$ cat src/rtl/vote_tally_fsm_if.sv
// Handshake/bus bundle for the vote tally FSM.
// master drives start and vote buttons; slave is the tally block.
interface vote_tally_fsm_if #(
    parameter int N_VOTERS = 3,
    parameter int CNT_W    = 2
);
    logic                start;
    logic [N_VOTERS-1:0] vote_yes;
    logic [N_VOTERS-1:0] vote_no;
    logic                busy;
    logic [N_VOTERS-1:0] voted;
    logic [CNT_W-1:0]    yes_cnt;
    logic [CNT_W-1:0]    no_cnt;
    logic                pass;
    logic                fail;
    logic                result_valid;
    logic [1:0]          state;

    modport master (
        output start, vote_yes, vote_no,
        input  busy, voted, yes_cnt, no_cnt,
        input  pass, fail, result_valid, state
    );

    modport slave (
        input  start, vote_yes, vote_no,
        output busy, voted, yes_cnt, no_cnt,
        output pass, fail, result_valid, state
    );
endinterface

$ cat src/rtl/vote_tally_fsm.sv
// Sequential vote tally: edge-detected yes/no votes per voter,
// round closes on all-voted or timeout, result held until next round.
module vote_tally_fsm #(
    parameter int N_VOTERS    = 3,
    parameter int CNT_W       = 2,
    parameter int THRESH      = 2,
    parameter int TIMEOUT_CYC = 16,
    parameter int TMR_W       = 4
) (
    input logic          clk100MHz,
    input logic          rst,
    vote_tally_fsm_if.slave bus
);
    typedef enum logic [1:0] {
        IDLE    = 2'd0,
        COLLECT = 2'd1,
        DECIDE  = 2'd2,
        SHOW    = 2'd3
    } state_e;

    localparam logic [TMR_W-1:0] TMO_LAST = TMR_W'(TIMEOUT_CYC - 1);

    state_e              state_q, state_d;
    logic [N_VOTERS-1:0] yes_prev_q, no_prev_q;
    logic [N_VOTERS-1:0] voted_q, voted_d;
    logic [CNT_W-1:0]    yes_cnt_q, yes_cnt_d;
    logic [CNT_W-1:0]    no_cnt_q, no_cnt_d;
    logic [TMR_W-1:0]    timer_q, timer_d;
    logic                pass_q, pass_d;
    logic                fail_q, fail_d;
    logic                rv_q, rv_d;

    logic [N_VOTERS-1:0] yes_rise, no_rise;
    logic [N_VOTERS-1:0] yes_acc, no_acc;
    logic                ge;

    function automatic logic [CNT_W-1:0] popc(
        input logic [N_VOTERS-1:0] v
    );
        logic [CNT_W-1:0] c;
        c = '0;
        for (int i = 0; i < N_VOTERS; i++) begin
            c = c + CNT_W'(v[i]);
        end
        return c;
    endfunction

    assign yes_rise = bus.vote_yes & ~yes_prev_q;
    assign no_rise  = bus.vote_no & ~no_prev_q;
    // A simultaneous yes+no rise is ambiguous, so neither counts.
    assign yes_acc  = yes_rise & ~no_rise & ~voted_q;
    assign no_acc   = no_rise & ~yes_rise & ~voted_q;
    assign ge       = (int'(yes_cnt_q) >= THRESH);

    // State register.
    always_ff @(posedge clk100MHz or posedge rst) begin
        if (rst) state_q <= IDLE;
        else     state_q <= state_d;
    end

    // Tally, timer, result and edge-detect registers.
    always_ff @(posedge clk100MHz or posedge rst) begin
        if (rst) begin
            yes_prev_q <= '0;
            no_prev_q  <= '0;
            voted_q    <= '0;
            yes_cnt_q  <= '0;
            no_cnt_q   <= '0;
            timer_q    <= '0;
            pass_q     <= 1'b0;
            fail_q     <= 1'b0;
            rv_q       <= 1'b0;
        end else begin
            yes_prev_q <= bus.vote_yes;
            no_prev_q  <= bus.vote_no;
            voted_q    <= voted_d;
            yes_cnt_q  <= yes_cnt_d;
            no_cnt_q   <= no_cnt_d;
            timer_q    <= timer_d;
            pass_q     <= pass_d;
            fail_q     <= fail_d;
            rv_q       <= rv_d;
        end
    end

    // Next-state and datapath updates per state.
    always_comb begin
        state_d   = state_q;
        voted_d   = voted_q;
        yes_cnt_d = yes_cnt_q;
        no_cnt_d  = no_cnt_q;
        timer_d   = timer_q;
        pass_d    = pass_q;
        fail_d    = fail_q;
        rv_d      = 1'b0;
        unique case (state_q)
            IDLE, SHOW: begin
                if (bus.start) begin
                    state_d   = COLLECT;
                    voted_d   = '0;
                    yes_cnt_d = '0;
                    no_cnt_d  = '0;
                    timer_d   = '0;
                    pass_d    = 1'b0;
                    fail_d    = 1'b0;
                end
            end
            COLLECT: begin
                voted_d   = voted_q | yes_acc | no_acc;
                yes_cnt_d = yes_cnt_q + popc(yes_acc);
                no_cnt_d  = no_cnt_q + popc(no_acc);
                timer_d   = timer_q + 1'b1;
                if ((&voted_d) || (timer_q == TMO_LAST)) begin
                    state_d = DECIDE;
                end
            end
            DECIDE: begin
                state_d = SHOW;
                pass_d  = ge;
                fail_d  = ~ge;
                rv_d    = 1'b1;
            end
            default: state_d = IDLE;
        endcase
    end

    assign bus.state        = state_q;
    assign bus.busy         = (state_q == COLLECT) ||
                              (state_q == DECIDE);
    assign bus.voted        = voted_q;
    assign bus.yes_cnt      = yes_cnt_q;
    assign bus.no_cnt       = no_cnt_q;
    assign bus.pass         = pass_q;
    assign bus.fail         = fail_q;
    assign bus.result_valid = rv_q;
endmodule

$ cat src/flat_wrapper.sv
// flat-port wrapper written by rule: the top's interface ports become plain ports
module vote_tally_fsm_flat 
#(
    parameter int N_VOTERS    = 3,
    parameter int CNT_W       = 2,
    parameter int THRESH      = 2,
    parameter int TIMEOUT_CYC = 16,
    parameter int TMR_W       = 4
)
  (clk100MHz, rst, bus_start, bus_vote_yes, bus_vote_no, bus_busy, bus_voted, bus_yes_cnt, bus_no_cnt, bus_pass, bus_fail, bus_result_valid, bus_state);
  vote_tally_fsm_if #(.N_VOTERS(N_VOTERS), .CNT_W(CNT_W)) bus_i ();
  input logic clk100MHz;
  input logic rst;
  input wire logic [$bits(bus_i.start)-1:0] bus_start;
  input wire logic [$bits(bus_i.vote_yes)-1:0] bus_vote_yes;
  input wire logic [$bits(bus_i.vote_no)-1:0] bus_vote_no;
  output wire logic [$bits(bus_i.busy)-1:0] bus_busy;
  output wire logic [$bits(bus_i.voted)-1:0] bus_voted;
  output wire logic [$bits(bus_i.yes_cnt)-1:0] bus_yes_cnt;
  output wire logic [$bits(bus_i.no_cnt)-1:0] bus_no_cnt;
  output wire logic [$bits(bus_i.pass)-1:0] bus_pass;
  output wire logic [$bits(bus_i.fail)-1:0] bus_fail;
  output wire logic [$bits(bus_i.result_valid)-1:0] bus_result_valid;
  output wire logic [$bits(bus_i.state)-1:0] bus_state;
  assign bus_i.start = bus_start;
  assign bus_i.vote_yes = bus_vote_yes;
  assign bus_i.vote_no = bus_vote_no;
  assign bus_busy = bus_i.busy;
  assign bus_voted = bus_i.voted;
  assign bus_yes_cnt = bus_i.yes_cnt;
  assign bus_no_cnt = bus_i.no_cnt;
  assign bus_pass = bus_i.pass;
  assign bus_fail = bus_i.fail;
  assign bus_result_valid = bus_i.result_valid;
  assign bus_state = bus_i.state;
  vote_tally_fsm #(.N_VOTERS(N_VOTERS), .CNT_W(CNT_W), .THRESH(THRESH), .TIMEOUT_CYC(TIMEOUT_CYC), .TMR_W(TMR_W)) u_core (.clk100MHz(clk100MHz), .rst(rst), .bus(bus_i));
endmodule
$ cat config.mk
export PLATFORM = sky130hd
export DESIGN_NAME = vote_tally_fsm_flat
export DESIGN_NICKNAME = d
export VERILOG_FILES = /design/src/rtl/vote_tally_fsm_if.sv /design/src/rtl/vote_tally_fsm.sv /design/src/flat_wrapper.sv
export SDC_FILE = /design/constraint.sdc
export NUM_CORES = 1
export LEC_CHECK = 0
export BUFFER_PORTS_ARGS = -buffer_cell sky130_fd_sc_hd__buf_4
export CAP_MARGIN = 20
export CORE_MARGIN = 2
export CORE_UTILIZATION = 36
export CTS_CLUSTER_SIZE = 14
export DETAILED_ROUTE_END_ITERATION = 10
export GPL_ROUTABILITY_DRIVEN = 0
export REMOVE_ABC_BUFFERS = 1
export SETUP_SLACK_MARGIN = 0.2
export SYNTH_ARGS = -nofsm -noshare
export SYNTH_HDL_FRONTEND = slang
export SYNTH_SLANG_ARGS = --single-unit
$ cat constraint.sdc
create_clock -name clk100MHz -period 5.5 [get_ports clk100MHz]
set_clock_uncertainty 0.1 [all_clocks]
set_input_delay 0.275 -clock clk100MHz [delete_from_list [all_inputs] [get_ports clk100MHz]]
set_output_delay 0.275 -clock clk100MHz [all_outputs]
set_load 0.05 [all_outputs]
==> results of run 1 <==
==> sequential cells by signal, indices dropped and copies added, names as in the netlist <==
| name | count |
|---|---|
| u_core.bus.no_cnt | 2 |
| u_core.bus.state | 2 |
| u_core.bus.yes_cnt | 2 |
| u_core.bus.fail | 1 |
| u_core.bus.result_valid | 1 |
| u_core.bus.pass | 1 |
| u_core.yes_prev_q | 3 |
| u_core.bus.voted | 3 |
| u_core.timer_q | 4 |
| u_core.no_prev_q | 3 |
==> power by group through the flow <==
stage	Clock (mW)	Combinational, mW	Sequential, mW
after floorplan	0	0.227	0.348
after global placement	0	0.444	0.247
after detailed placement	0	0.451	0.250
after CTS	0.0958	0.458	0.247
after global routing	0.104	0.503	0.255
final	0.0943	0.458	0.246
==> how the worst max path moves through the flow <==
stage | end | slack, ns | depth (start not counted)
floorplan | u_core.bus.yes_cnt[1] | 3.04 | 8
global placement | u_core.bus.yes_cnt[1] | 3.07 | 10
detailed placement | u_core.bus.yes_cnt[1] | 3.07 | 10
CTS | u_core.bus.yes_cnt[1] | 2.79 | 11
global route | u_core.bus.yes_cnt[1] | 2.64 | 11
finish | u_core.bus.yes_cnt[1] | 2.79 | 11
==> layout make-up <==
class	count	area (µm²)	area share
inverter	9	33.8	0.0227
timing repair buffer	27	218	0.146
clock buffer	4	36.3	0.0243
tap	44	55.1	0.0369
multi-input combinational	84	597	0.401
sequential	22	551	0.369
==> worst max-delay path, stage by stage <==
cell,delay [ns]
dlygate4sd3_1,0.54
buf_4,0.14
nor2b_1,0.15
or3_1,0.40
fa_1,0.54
inv_1,0.04
ha_1,0.20
xnor2_1,0.14
nand4_1,0.09
o21ai_0,0.10
a211oi_1,0.22
==> per-stage QoR <==
| step | setup WS [ns] | cells | total power, mW | hold WS (ns) | area [µm²] |
|---|---|---|---|---|---|
| finish | 2.79 | 190 | 0.799 | 0.0243 | 1490 |
| global route | 2.64 | 190 | 0.861 | 0.102 | 1490 |
| CTS | 2.79 | 190 | 0.800 | 0.0578 | 1490 |
| detailed placement | 3.07 | 180 | 0.701 | 0.293 | 1390 |
| global placement | 3.07 | 180 | 0.691 | 0.292 | 1390 |
| floorplan | 3.04 | 115 | 0.576 | 0.164 | 1180 |
==> cell usage after synthesis (all sizes together) <==
cell type / count / area (µm²)
and2: 1 / 6.26
ha: 6 / 75.1
nor3: 4 / 20.0
mux2i: 2 / 20.0
buf: 3 / 15.0
a21oi: 5 / 25.0
nor2b: 4 / 40.0
and3: 2 / 12.5
nand3: 3 / 15.0
dfrtp: 22 / 551
fa: 2 / 40.0
xnor2: 3 / 26.3
a32o: 4 / 40.0
clkbuf: 1 / 3.75
nand2b: 3 / 18.8
o221ai: 1 / 8.76
nand2: 8 / 30.0
o21ai: 9 / 45.0
o22ai: 3 / 25.0
inv: 9 / 33.8
nor3b: 2 / 15.0
a211oi: 1 / 7.51
a31oi: 2 / 12.5
nor2: 9 / 33.8
o311ai: 1 / 8.76
a22o: 1 / 8.76
or3: 3 / 18.8
xor2: 2 / 25.0
nand4: 3 / 18.8
==> metal layers <==
layer  vias up  routed length [µm]
met2        20                1230
met1       455                1220
met5         -                   0
met4         0                  33
met3         4                  91
li1        475                   -
==> placed cells by master, fill, tap and decap left out, types with 4 or more instances in the layout <==
cell / Yosys / routed
dfrtp_1: 22 / 22
a32o_1: 4 / 4
nand2_1: 8 / 8
inv_1: 9 / 9
nor3_1: 4 / 4
a21oi_1: 5 / 5
ha_1: 6 / 6
buf_4: 0 / 21
dlygate4sd3_1: 0 / 6
o21ai_0: 9 / 9
nor2_1: 9 / 9
==> logic make-up (layout without fill, tap and decap cells) <==
group           after synthesis  count (layout)
buf+inv                      13              40
mux                           2               2
flops                        22              22
simple gates                 42              42
fa+ha+maj                     8               8
xor+xnor                      5               5
compound gates               27              27
==> what timing repair did <==
action	4_1_cts	5_1_grt
hold buffers	6	0
gates resized for setup	0	0
endpoints found under the hold margin	6	0
==> flow_metrics.py, run 1 <==
metrics = {
    "drt": {
        "drt.antenna.violating_nets": 0,
        "dr.pass1.iters": 4,
        "wl_per_cell_um": 13.5,
        "vias": 954,
        "viasPerCell": 5.02,
        "wirelength_um": 2570,
        "drt_iter0_drc": 35,
        "drc_errors": 0,
    },
    "sta": {
        "finalSetupTns_ns": 0,
        "post-route-min-period_ns": 2.71,
        "tightest_slew_ns": 0.872,
        "grt_setup_unrepaired": "false",
        "drv_slew": 0,
        "max_freq_mhz": 370,
        "min_period_over_period": 0.492,
        "setup_violations": 0,
        "finalHoldViolations": 0,
        "max_slew_margin": 0.418,
    },
    "power_and_ir_drop": {
        "p_seq_frac": 0.308,
        "ir_worst_vdd_v": 0.000170,
        "pwr-share-clk": 0.118,
        "switching_share": 0.506,
        "power.density_nw_per_um2": 536,
        "internal_power_uw": 394,
        "p_comb_frac": 0.574,
        "switching_power_uw": 404,
        "cellLeakagePower_nw": 0.692,
    },
    "global_route": {
        "grt_pass1_wl_um": 4220,
        "grt_util_met3": 0.0228,
        "busiest_layer": "met2",
        "grt_max_degree": 23,
        "grt_pass1_vias": 882,
        "antenna_found_initial": 0,
        "gr-usage-met1": 0.224,
        "globalRouteOverflowTotal": 0,
        "grt_usage": 0.154,
        "use_met2": 0.233,
    },
    "run": {
        "max-cap-violations": 0,
    },
    "floorplanning": {
        "num_rows": 20,
        "pin_count": 22,
        "die_width_um": 61.7,
        "die_h_um": 61.7,
        "die_area_um2": 3810,
        "start_util": 0.387,
        "core_um2": 3100,
    },
    "clocking": {
        "cts_setup_buffers": 0,
        "numCtsBuffers": 3,
        "cts_num_sinks": 22,
        "clock_path_buffers": 2,
        "cts.htree.levels": 1,
        "cts_tree": "yes",
        "cts_root_buf": "clkbuf_4",
        "clk_latency_ns": 0.32,
        "cts.clk_slew.worst_paths_ns": 0.13,
    },
    "logic_synthesis": {
        "synth.area.mux_share": 0.0167,
        "synth_top_family_by_area": "simple AND/OR/NAND/NOR gates",
        "ys_ff_latch": 22,
        "synthDistinctLibCells": 32,
        "syn_area_per_cell_um2": 10.1,
        "syn_area_um2": 1200,
        "synth_seq_area_share": 0.459,
        "synth_cells": 119,
        "synth_compound_area_frac": 0.151,
        "ys_warn_count": 0,
        "yosys.area_share.simple": 0.191,
        "synth_xor_area_frac": 0.0428,
        "synth_fa_ha_area_frac": 0.0959,
    },
    "worst_hold_path": {
        "hp-class": "in -> async",
    },
    "setup_path": {
        "worstRegToRegCells": 9,
        "cp-startpoint": "bus_vote_no[0]",
        "rr_endpoint": "u_core.bus.yes_cnt[1]",
        "r2r_slack_ns": 3.07,
        "path_class": "in -> reg",
        "cp.required_ns": 5.63,
        "timing.rr.start": "u_core.yes_prev_q[0]",
        "worstSetupStartpointType": "input port",
        "crit_arrival_ns": 2.84,
        "crit_path_end_kind": "register",
        "critPathMaxFanout": 3,
    },
    "cells_and_area": {
        "n_fill_cell": 312,
        "nets": 164,
        "area_growth_pct": 24.2,
        "drive_gt1_frac": 0.199,
        "utilization": 0.480,
        "diodes": 0,
    },
    "run_status": {
        "status": "finished clean",
    },
    "placed_design": {
        "hpwl_um": 1750,
        "io_buffer_count": 21,
    },
}
Note: power is estimated with default switching activity, not from simulation.
==> inputs of run 2 (changes only) <==
==> constraint.sdc (replaced) <==
create_clock -name clk100MHz -period 2.3 [get_ports clk100MHz]
set_clock_uncertainty 0.1 [all_clocks]
set_input_delay 0.115 -clock clk100MHz [delete_from_list [all_inputs] [get_ports clk100MHz]]
set_output_delay 0.115 -clock clk100MHz [all_outputs]
set_load 0.05 [all_outputs]
==> flow_metrics.py, run 2 (synthesis results as in run 1) <==
metrics = {
    "sta": {
        "drv_slew": 0,
        "max_slew_margin": 0.430,
        "max_freq_mhz": 453,
        "post-route-min-period_ns": 2.21,
        "grt_setup_unrepaired": "true",
        "min_period_over_period": 0.959,
        "setup_violations": 0,
        "finalHoldViolations": 0,
        "tightest_slew_ns": 0.854,
        "setup_ws_ns": 0.0944,
    },
    "cells_and_area": {
        "drive_gt1_frac": 0.323,
        "nets": 173,
        "regMostFlops": "u_core.timer_q",
        "layout_common_cells": "buf_4, dfrtp_1, inv_1, dlygate4sd3_1",
        "mostFrequentLayoutCell": "buf_4",
        "utilization": 0.535,
        "diodes": 0,
        "largest_reg_flops": 4,
        "area_growth_pct": 38.4,
    },
    "power_and_ir_drop": {
        "power.density_nw_per_um2": 1260,
        "cellLeakagePower_nw": 0.766,
        "p_total_mw": 2.09,
        "ir_worst_vdd_v": 0.000464,
    },
    "drt": {
        "drc_errors": 0,
        "wirelength_um": 2600,
        "viasPerCell": 4.95,
        "drt.antenna.violating_nets": 0,
        "vias": 985,
        "drt_iter0_drc": 29,
        "dr.pass1.iters": 4,
        "wl_per_cell_um": 13.1,
    },
    "clocking": {
        "cts.clk_slew.worst_paths_ns": 0.14,
        "clock_path_buffers": 2,
        "cts_tree": "yes",
        "clk_latency_ns": 0.32,
        "cts_num_sinks": 22,
        "numCtsBuffers": 3,
        "cts.htree.levels": 1,
        "cts_root_buf": "clkbuf_4",
    },
    "global_route": {
        "antenna_found_initial": 0,
        "grt_pass1_wl_um": 4380,
        "grt_max_degree": 23,
        "grt_usage": 0.158,
        "globalRouteOverflowTotal": 0,
        "grt_pass1_vias": 1001,
    },
    "setup_path": {
        "worstRegToRegCells": 9,
        "critPathMaxFanout": 2,
        "crit_path_end_kind": "register",
        "timing.rr.start": "u_core.yes_prev_q[1]",
        "path_buf_inv": 1,
        "cp-startpoint": "u_core.yes_prev_q[1]",
        "cp.required_ns": 2.42,
        "worst_path_dominant_cell_family": "adder cells",
        "crit_path_top_delay_cell": "fa_1",
        "cp.depth": 9,
        "path_class": "reg -> reg",
        "crit_chain": "nand2b_4 > or3_4 > fa_1 > inv_2 > ha_4 > xnor2_2 > nand4_1 > o21ai_1 > a211oi_2",
        "crit_arrival_ns": 2.33,
        "critPathMaxStageDelay_ns": 0.50,
        "worstSetupStartpointType": "register",
    },
    "run_status": {
        "status": "finished clean",
    },
    "floorplanning": {
        "die_area_um2": 3810,
        "die_h_um": 61.7,
        "start_util": 0.387,
        "pin_count": 22,
        "num_rows": 20,
        "die_width_um": 61.7,
        "core_um2": 3100,
    },
    "placed_design": {
        "hpwl_um": 1850,
        "io_buffer_count": 21,
        "post-place-ws_ns": 0.0175,
    },
    "worst_hold_path": {
        "hold_path_depth": 6,
        "hp-class": "in -> reg",
        "hold_path_startpoint": "bus_vote_yes[0]",
    },
    "run": {
        "max-cap-violations": 0,
    },
}
run 2: stage by stage:
step | hold slack (ns) | TNS (ns) | instances | cell area [µm²]
finish | 0.278 | 0 | 199 | 1660
global route | 0.297 | -0.00940 | 199 | 1660
CTS | 0.274 | 0 | 199 | 1620
detailed placement | 0.133 | 0 | 187 | 1450
global placement | 0.131 | 0 | 187 | 1450
floorplan | 0.00423 | -0.398 | 115 | 1180
run 2: worst paths after layout:
check / endpoint / slack [ns]
max: u_core.bus.yes_cnt[1] / 0.09
min: u_core.bus.voted[0] / 0.28
max reg2reg: u_core.bus.yes_cnt[1] / 0.09
min reg2reg: u_core.bus.fail / 0.42
max in group asynchronous: u_core.bus.result_valid / 1.16
min in group asynchronous: u_core.bus.no_cnt[1] / 0.41
run 2: worst register-to-register path: stages, from the launching register on:
cell and delay (ns):
dfrtp_1 0.39, nand2b_4 0.13, or3_4 0.38, fa_1 0.50, inv_2 0.05, ha_4 0.15
xnor2_2 0.16, nand4_1 0.09, o21ai_1 0.11, a211oi_2 0.04
run 2: cell type report:
type / instances / area (µm²)
Sequential cell: 22 / 551
Inverter: 9 / 33.8
Tap cell: 44 / 55.1
Fill cell: 299 / 1440
Clock inverter: 1 / 30.0
Clock buffer: 3 / 22.5
Multi-Input combinational cell: 84 / 674
Timing Repair Buffer: 36 / 294
run 2: power by group:
group | switching [mW] | internal (mW)
Clock | 0.131 | 0.176
Combinational | 0.780 | 0.434
Sequential | 0.0863 | 0.485
Total | 0.998 | 1.10
run 2: what timing repair did:
item / in CTS / in global routing
setup endpoints to repair: 3 / 3
pin swaps: 4 / 8
hold endpoints to repair: 29 / 0
hold buffers: 8 / 0
resized for setup: 9 / 11
buffers inserted: 0 / 0
run 2: metal layers:
| layer | vias up | GRT usage | part of all wire | routed length [µm] |
|---|---|---|---|---|
| met3 | 5 | 0.0248 | 0.025 | 64 |
| met2 | 13 | 0.256 | 0.50 | 1300 |
| li1 | 493 | - | - | - |
| met5 | - | 0 | 0 | 0 |
| met1 | 474 | 0.211 | 0.46 | 1190 |
| met4 | 0 | 0.0699 | 0.018 | 48 |
